## config.mk

```make
export PLATFORM = sky130hd
export DESIGN_NAME = plateau_detector_gen
export DESIGN_NICKNAME = d
export VERILOG_FILES = /design/src/rtl/plateau_detector_gen.sv
export SDC_FILE = /design/constraint.sdc
export NUM_CORES = 1
export LEC_CHECK = 0
export ABC_AREA = 1
export CAP_MARGIN = 15
export CORE_MARGIN = 2
export CORE_UTILIZATION = 55
export CTS_CLUSTER_SIZE = 12
export DETAILED_ROUTE_END_ITERATION = 6
export DONT_BUFFER_PORTS = 1
export PLACE_DENSITY_LB_ADDON = 0.15
export SYNTH_ARGS = -nofsm -noshare
export SYNTH_HDL_FRONTEND = slang
export SYNTH_SLANG_ARGS = --single-unit
```

## constraint.sdc

```tcl
create_clock -name clk -period 5.16 [get_ports clk]
set_input_delay 0.516 -clock clk [delete_from_list [all_inputs] [get_ports clk]]
set_output_delay 0.516 -clock clk [all_outputs]
set_load 0.03 [all_outputs]
```

## src/rtl/plateau_detector_gen.sv

```systemverilog
`default_nettype none
// ============================================================================
//  Module      : plateau_detector_gen
//  Description : OFDM frame-sync plateau detector. Watches a correlation
//                metric stream and a phase stream in lockstep, finds a rising
//                edge, a settled peak and a sustained plateau, then counts a
//                programmable delay and emits a one-beat frame-start pulse
//                on o_tlast. The phase at the settled peak is latched and
//                presented on o_tdata for downstream CFO correction.
//
//  Ports       : clk, reset (async, active-high), clear (sync)
//                threshold / plateau_len / trigger_delay : runtime settings,
//                    sampled only while idle
//                i0_* : metric stream     i1_* : phase stream
//                o_*  : latched phase + frame-start pulse (tlast)
//                det_count : triggers since reset/clear, wraps
//
//  Revision    : 1.0 - initial parametrised release
// ============================================================================
module plateau_detector_gen #(
    parameter int WIDTH       = 16,
    parameter int PHASE_WIDTH = 16,
    parameter int CNT_WIDTH   = 16,
    parameter int EDGE_MARGIN = 100,
    parameter int SETTLE_LEN  = 3
) (
    input  logic                   clk,
    input  logic                   reset,
    input  logic                   clear,
    input  logic [WIDTH-1:0]       threshold,
    input  logic [CNT_WIDTH-1:0]   plateau_len,
    input  logic [CNT_WIDTH-1:0]   trigger_delay,
    input  logic [WIDTH-1:0]       i0_tdata,
    input  logic                   i0_tvalid,
    output logic                   i0_tready,
    input  logic                   i0_tlast,
    input  logic [PHASE_WIDTH-1:0] i1_tdata,
    input  logic                   i1_tvalid,
    output logic                   i1_tready,
    input  logic                   i1_tlast,
    output logic [PHASE_WIDTH-1:0] o_tdata,
    output logic                   o_tvalid,
    input  logic                   o_tready,
    output logic                   o_tlast,
    output logic [15:0]            det_count
);

    // Settle counter only has to reach SETTLE_LEN; +2 keeps the width >= 1.
    localparam int                 c_SETTLE_W    = $clog2(SETTLE_LEN + 2);
    localparam logic [c_SETTLE_W-1:0] c_SETTLE_LAST = c_SETTLE_W'(SETTLE_LEN);
    localparam logic [WIDTH:0]     c_MARGIN      = (WIDTH + 1)'(EDGE_MARGIN);

    typedef enum logic [2:0] {
        S_IDLE    = 3'd0,
        S_RISE    = 3'd1,
        S_SETTLE  = 3'd2,
        S_PLATEAU = 3'd3,
        S_DELAY   = 3'd4
    } state_t;

    state_t                 r_state,       w_state_nxt;
    logic [WIDTH-1:0]       r_max_val,     w_max_val_nxt;
    logic [PHASE_WIDTH-1:0] r_max_phase,   w_max_phase_nxt;
    logic [CNT_WIDTH-1:0]   r_plen_cnt,    w_plen_cnt_nxt;
    logic [c_SETTLE_W-1:0]  r_settle_cnt,  w_settle_cnt_nxt;
    logic [CNT_WIDTH-1:0]   r_dly_cnt,     w_dly_cnt_nxt;
    logic                   r_trigger,     w_trigger_nxt;
    logic [15:0]            r_det_count,   w_det_count_nxt;
    logic [WIDTH-1:0]       r_thr_s,       w_thr_s_nxt;
    logic [CNT_WIDTH-1:0]   r_plen_s,      w_plen_s_nxt;
    logic [CNT_WIDTH-1:0]   r_dly_s,       w_dly_s_nxt;

    logic                   w_beat;
    logic [WIDTH-1:0]       w_thr_eff;
    logic                   w_met;
    logic                   w_rising;
    logic [CNT_WIDTH-1:0]   w_plen_inc;
    logic                   w_unused;

    // tlast on both inputs carries no meaning for detection.
    assign w_unused = i0_tlast ^ i1_tlast;

    // Ready depends on o_tready but valid never depends on ready.
    assign w_beat    = i0_tvalid & i1_tvalid & o_tready;
    assign o_tvalid  = i0_tvalid & i1_tvalid;
    assign i0_tready = w_beat;
    assign i1_tready = w_beat;

    // While idle the live threshold applies, so the entry beat and the
    // shadow register see the same value.
    assign w_thr_eff = (r_state == S_IDLE) ? threshold : r_thr_s;
    assign w_met     = i0_tdata > w_thr_eff;
    // One extra bit so max_val + margin cannot wrap near full scale.
    assign w_rising  = {1'b0, i0_tdata} > ({1'b0, r_max_val} + c_MARGIN);
    assign w_plen_inc = (&r_plen_cnt) ? r_plen_cnt : r_plen_cnt + 1'b1;

    always_comb begin
        w_state_nxt      = r_state;
        w_max_val_nxt    = r_max_val;
        w_max_phase_nxt  = r_max_phase;
        w_plen_cnt_nxt   = r_plen_cnt;
        w_settle_cnt_nxt = r_settle_cnt;
        w_dly_cnt_nxt    = r_dly_cnt;
        w_trigger_nxt    = 1'b0;
        w_det_count_nxt  = r_det_count;
        w_thr_s_nxt      = r_thr_s;
        w_plen_s_nxt     = r_plen_s;
        w_dly_s_nxt      = r_dly_s;

        case (r_state)
            S_IDLE: begin
                w_thr_s_nxt  = threshold;
                w_plen_s_nxt = plateau_len;
                w_dly_s_nxt  = trigger_delay;
                if (w_met) begin
                    w_state_nxt      = S_RISE;
                    w_max_val_nxt    = i0_tdata;
                    w_plen_cnt_nxt   = CNT_WIDTH'(1);
                    w_settle_cnt_nxt = '0;
                end
            end

            S_RISE: begin
                if (!w_met) begin
                    w_state_nxt      = S_IDLE;
                    w_plen_cnt_nxt   = '0;
                    w_settle_cnt_nxt = '0;
                    w_dly_cnt_nxt    = '0;
                end else begin
                    w_plen_cnt_nxt = w_plen_inc;
                    if (w_rising) begin
                        w_max_val_nxt = i0_tdata;
                    end else begin
                        w_state_nxt = S_SETTLE;
                    end
                end
            end

            S_SETTLE: begin
                if (!w_met) begin
                    w_state_nxt      = S_IDLE;
                    w_plen_cnt_nxt   = '0;
                    w_settle_cnt_nxt = '0;
                    w_dly_cnt_nxt    = '0;
                end else begin
                    w_plen_cnt_nxt = w_plen_inc;
                    if (r_settle_cnt == c_SETTLE_LAST) begin
                        w_max_phase_nxt = i1_tdata;
                        w_state_nxt     = S_PLATEAU;
                    end else if (w_rising) begin
                        w_max_val_nxt    = i0_tdata;
                        w_settle_cnt_nxt = '0;
                        w_state_nxt      = S_RISE;
                    end else begin
                        w_settle_cnt_nxt = r_settle_cnt + 1'b1;
                    end
                end
            end

            S_PLATEAU: begin
                if (!w_met) begin
                    w_state_nxt      = S_IDLE;
                    w_plen_cnt_nxt   = '0;
                    w_settle_cnt_nxt = '0;
                    w_dly_cnt_nxt    = '0;
                end else begin
                    w_plen_cnt_nxt = w_plen_inc;
                    if (r_plen_cnt > r_plen_s) begin
                        w_state_nxt   = S_DELAY;
                        w_dly_cnt_nxt = '0;
                    end
                end
            end

            S_DELAY: begin
                // Metric is deliberately ignored once the plateau is accepted.
                if (r_dly_cnt == r_dly_s) begin
                    w_trigger_nxt    = 1'b1;
                    w_det_count_nxt  = r_det_count + 16'd1;
                    w_state_nxt      = S_IDLE;
                    w_plen_cnt_nxt   = '0;
                    w_settle_cnt_nxt = '0;
                    w_dly_cnt_nxt    = '0;
                end else begin
                    w_dly_cnt_nxt = r_dly_cnt + 1'b1;
                end
            end

            default: begin
                w_state_nxt      = S_IDLE;
                w_plen_cnt_nxt   = '0;
                w_settle_cnt_nxt = '0;
                w_dly_cnt_nxt    = '0;
            end
        endcase
    end

    // Everything, including the trigger, advances only on a beat so a
    // stalled output holds o_tlast until downstream takes it.
    always_ff @(posedge clk or posedge reset) begin
        if (reset) begin
            r_state      <= S_IDLE;
            r_max_val    <= '0;
            r_max_phase  <= '0;
            r_plen_cnt   <= '0;
            r_settle_cnt <= '0;
            r_dly_cnt    <= '0;
            r_trigger    <= 1'b0;
            r_det_count  <= '0;
            r_thr_s      <= '0;
            r_plen_s     <= '0;
            r_dly_s      <= '0;
        end else if (clear) begin
            r_state      <= S_IDLE;
            r_max_val    <= '0;
            r_max_phase  <= '0;
            r_plen_cnt   <= '0;
            r_settle_cnt <= '0;
            r_dly_cnt    <= '0;
            r_trigger    <= 1'b0;
            r_det_count  <= '0;
            r_thr_s      <= '0;
            r_plen_s     <= '0;
            r_dly_s      <= '0;
        end else if (w_beat) begin
            r_state      <= w_state_nxt;
            r_max_val    <= w_max_val_nxt;
            r_max_phase  <= w_max_phase_nxt;
            r_plen_cnt   <= w_plen_cnt_nxt;
            r_settle_cnt <= w_settle_cnt_nxt;
            r_dly_cnt    <= w_dly_cnt_nxt;
            r_trigger    <= w_trigger_nxt;
            r_det_count  <= w_det_count_nxt;
            r_thr_s      <= w_thr_s_nxt;
            r_plen_s     <= w_plen_s_nxt;
            r_dly_s      <= w_dly_s_nxt;
        end
    end

    assign o_tdata   = r_max_phase;
    assign o_tlast   = r_trigger;
    assign det_count = r_det_count;

endmodule
`default_nettype wire

```

==> flow_summary.toml <==
[run_status]
run_status = "finished, final reports clean"

[grt]
grt_first_pass_wirelength_um = 33260
grt_start_max_net_pins = 88
first_global_vias = 6865
grt_overflow_total = 0
number_of_antenna_violations_at_the_first_check_in_global_routing = 0
groute.usage.overall_pct = 24.54

[timing]
finalSetupViolations = 0
hold_viol = 0
fin_setup_tns_ns = 0
worst_slew_pin_slew_ns = 0.9114
fmax_mhz = 265.3
timing.slew.headroom_pct = 39.17
final_slew_violations = 0
period_minus_slack_ns = 3.770
rsz0062_at_grt = "false"
fin_clk_skew_ns = 0.01174
fin_crit_sh_pct = 73.06

[worst_setup_path]
crit_buf_inv = 4
worst_setup_path_endpoint = "r_dly_cnt[1]"
reg2regPathDepth = 18
reg2reg_setup_slack_ns = 1.39
crit_chain = "nor2_1 -> inv_2 -> nor2_4 -> inv_1 -> o21ai_0 -> ha_1 -> a21oi_1 -> o21ai_0 -> a21oi_1 -> nand2_2 -> nand2_4 -> inv_2 -> nand2_1 -> nand3_1 -> inv_2 -> nand2_4 -> nand2_1 -> nand2_1"
timing.setup.critical_path_class = "reg2reg"
worst_setup_path_end_kind = "register"
cpMaxStageDelayCell = "dfrtp_1"
timing.critical_path.fanout_max = 32
r2r_end = "r_dly_cnt[1]"
critical_path.top_delay_family = "simple AND/OR/NAND/NOR gates"
launch_instance_of_the_worst_register_to_register_path = "r_state[0]"
worstSetupStartpointType = "register"
worst-endpoint-arrival_ns = 4.08
critPathRequiredTime_ns = 5.47
crit_cells = 18
timing.critical_path.from = "r_state[0]"
critPathMaxStageDelay_ns = 0.41

[synthesis]
synthDominantAreaCellType = "dfrtp_1"
synth_area_leaders = "dfrtp_1, nand2_1, ha_1, nand3_1, inv_1"
postSynthCellCount = 1166
synth.avg_cell_area_um2 = 7.612
synth_area_um2 = 8876
synthArstFlopShare_pct = 100.0
mappedNetlistNets = 1308
synth.distinct_cells = 43
synth_warnings = 0
synth_top_area_share_pct = 38.06
count_of_state_elements_after_synthesis = 135
seq_area_frac_synth_pct = 38.06
commonest_cells_in_the_synthesized_netlist = "nand2_1, inv_1, dfrtp_1, nand3_1, nor2_1"
ys.flop_type = "dfrtp_1"
post-synth-top-count-cell = "nand2_1"
synth-edff-count = 0

[power]
seq_power_share_pct = 34.1
ir_drop_v = 0.0002703
clock_power_share_pct = 30.9
switching_share_of_power_pct = 40.99
net-switching-power_mw = 1.537
cellPowerDensity_nw_per_um2 = 394.1
comb_power_share_pct = 35.0
cellInternalPower_mw = 2.213
p_leak_nw = 4.485

[cells_and_area]
layout-area-overhead-vs-synth_pct = 7.217
antenna_cells_inserted = 0
post_route_cells_drive_above_1_share_pct = 7.075
fillerInstances = 1453
num-nets-final = 1288
postLayoutCoreUtil_pct = 60.13

[die]
fp.dieW_um = 131.0
chipHeight_um = 131.0
initial_utilization_pct = 56.08
num_rows = 46
die-area_um2 = 17170
io-pin-count = 124
fp.coreArea_um2 = 15830

[detailed_routing]
detailroute.via_count = 7355
wirelength_um = 20300
routed_via_density = 5.349
detailedRoute.firstPassIterationCount = 6
dr.first_iter.drc_count = 417
avgRoutedWirePerCell_um = 14.76
drc_errors = 0
drtAntennaViolNets = 0

[placed_design]
routabilityCongestion = 0.8910
numPortBuffers = 0
hpwl_after_dpl_um = 14090

[clock_tree]
cts_inserted_buffers = 17
post_cts_resize_count = 0
tritoncts = "done"
holdBufCountCts = 0
post_cts_buffers = 0
worstSkewPairLatency_ns = 0.43
reg_clk_slew_reported_paths_ns = 0.06
ctsLongestPathBuffers = 2
cts_root_buffer = "clkbuf_16"
ctsHtreeMaxLevel = 4
cts_num_sinks = 135

[job]
maxCapViolations = 0

[worst_hold_path]
holdCritPathClass = "in2async"
sequential cells by signal, indices dropped and copies added, names as in the netlist:
| signal | count |
|---|---|
| r_settle_cnt | 3 |
| o_tlast | 1 |
| r_plen_s | 16 |
| r_plen_cnt | 16 |
| r_state | 3 |
| r_dly_cnt | 16 |
| det_count | 16 |
| r_thr_s | 16 |
| r_max_val | 16 |
| r_dly_s | 16 |
| o_tdata | 16 |
through the flow:
stage | total power [mW] | instances | hold WS [ns] | setup slack (ns) | instance area, um^2
after floorplan | 2.356 | 1166 | 0.4419 | 1.033 | 8876
after global placement | 2.582 | 1341 | 0.4533 | 1.293 | 8926
after detailed placement | 2.611 | 1341 | 0.4601 | 1.176 | 8926
after CTS | 3.782 | 1373 | 0.1428 | 1.156 | 9487
after global routing | 4.037 | 1375 | 0.1452 | 0.9087 | 9517
final | 3.750 | 1375 | 0.1110 | 1.390 | 9517
worst min-delay path by stage:
stage	startpoint	to	slack (ns)	cells past startpoint
CTS	reset	det_count[1]	0.14	1
global route	clear	det_count[5]	0.15	1
global placement	r_max_val[6]	r_max_val[6]	0.45	2
detailed placement	r_max_val[6]	r_max_val[6]	0.46	2
floorplan	r_max_val[1]	r_max_val[1]	0.44	2
finish	reset	r_thr_s[7]	0.11	1
logic make-up (layout without fill, tap and decap cells):
| family | Yosys count | after routing | share of synthesized area (%) |
|---|---|---|---|
| simple gates | 572 | 572 | 30.22 |
| buf+inv | 201 | 194 | 9.459 |
| compound gates | 144 | 144 | 8.712 |
| flops | 135 | 135 | 38.06 |
| xor+xnor | 59 | 59 | 5.822 |
| fa+ha+maj | 54 | 54 | 7.612 |
| mux | 1 | 1 | 0.1128 |
per-layer routing:
| metal | vias up | wire length [um] | global-route usage [%] |
|---|---|---|---|
| li1 | 3761 | - | - |
| met1 | 3395 | 9400 | 32.32 |
| met2 | 177 | 9466 | 40.32 |
| met3 | 22 | 1161 | 5.945 |
| met4 | 0 | 271 | 7.196 |
| met5 | - | 0 | 0 |
area by class of cell:
class / instances / area, um^2 / area share, %
clock inverters: 15 / 135.1 / 1.420
flip-flops and latches: 135 / 3378 / 35.50
well taps: 216 / 270.3 / 2.840
inverters: 157 / 594.3 / 6.245
repair buffers: 5 / 52.55 / 0.5522
clock buffers: 17 / 425.4 / 4.470
multi-input cells: 830 / 4661 / 48.97
power by group through the flow:
stage	combinational, mW	sequential, mW	clock (mW)
2_1_floorplan	1.08	1.27	0
3_3_place_gp	1.29	1.29	0
3_5_place_dp	1.31	1.30	0
4_1_cts	1.32	1.28	1.18
5_1_grt	1.51	1.29	1.23
6_report	1.31	1.28	1.16
layout by cell type (no fill, tap or decap), types with 3 or more instances in the layout:
| master | netlist | routed |
|---|---|---|
| nand2_1 | 244 | 244 |
| o22ai_1 | 15 | 15 |
| or2_2 | 3 | 3 |
| nand3_2 | 3 | 3 |
| nor4_1 | 11 | 11 |
| nor2_2 | 2 | 3 |
| nand2_2 | 3 | 3 |
| nor3_1 | 24 | 24 |
| clkinvlp_4 | 0 | 3 |
| inv_2 | 7 | 7 |
| nor3_2 | 4 | 4 |
| xnor2_1 | 25 | 25 |
| dfrtp_1 | 135 | 135 |
| clkinv_4 | 0 | 3 |
| nand2_4 | 7 | 7 |
| a21oi_1 | 25 | 25 |
| o31ai_1 | 4 | 4 |
| ha_1 | 54 | 54 |
| inv_8 | 0 | 3 |
| xor2_1 | 34 | 34 |
| o21ai_0 | 92 | 92 |
| nand3_1 | 134 | 134 |
| nor3b_1 | 3 | 3 |
| buf_4 | 3 | 3 |
| inv_6 | 0 | 7 |
| nor2_1 | 101 | 100 |
| clkbuf_16 | 0 | 17 |
| nor2_4 | 6 | 6 |
| nand4_1 | 18 | 18 |
| a21o_1 | 3 | 3 |
| inv_1 | 149 | 148 |
No activity file was read; power rests on OpenSTA's default activity.
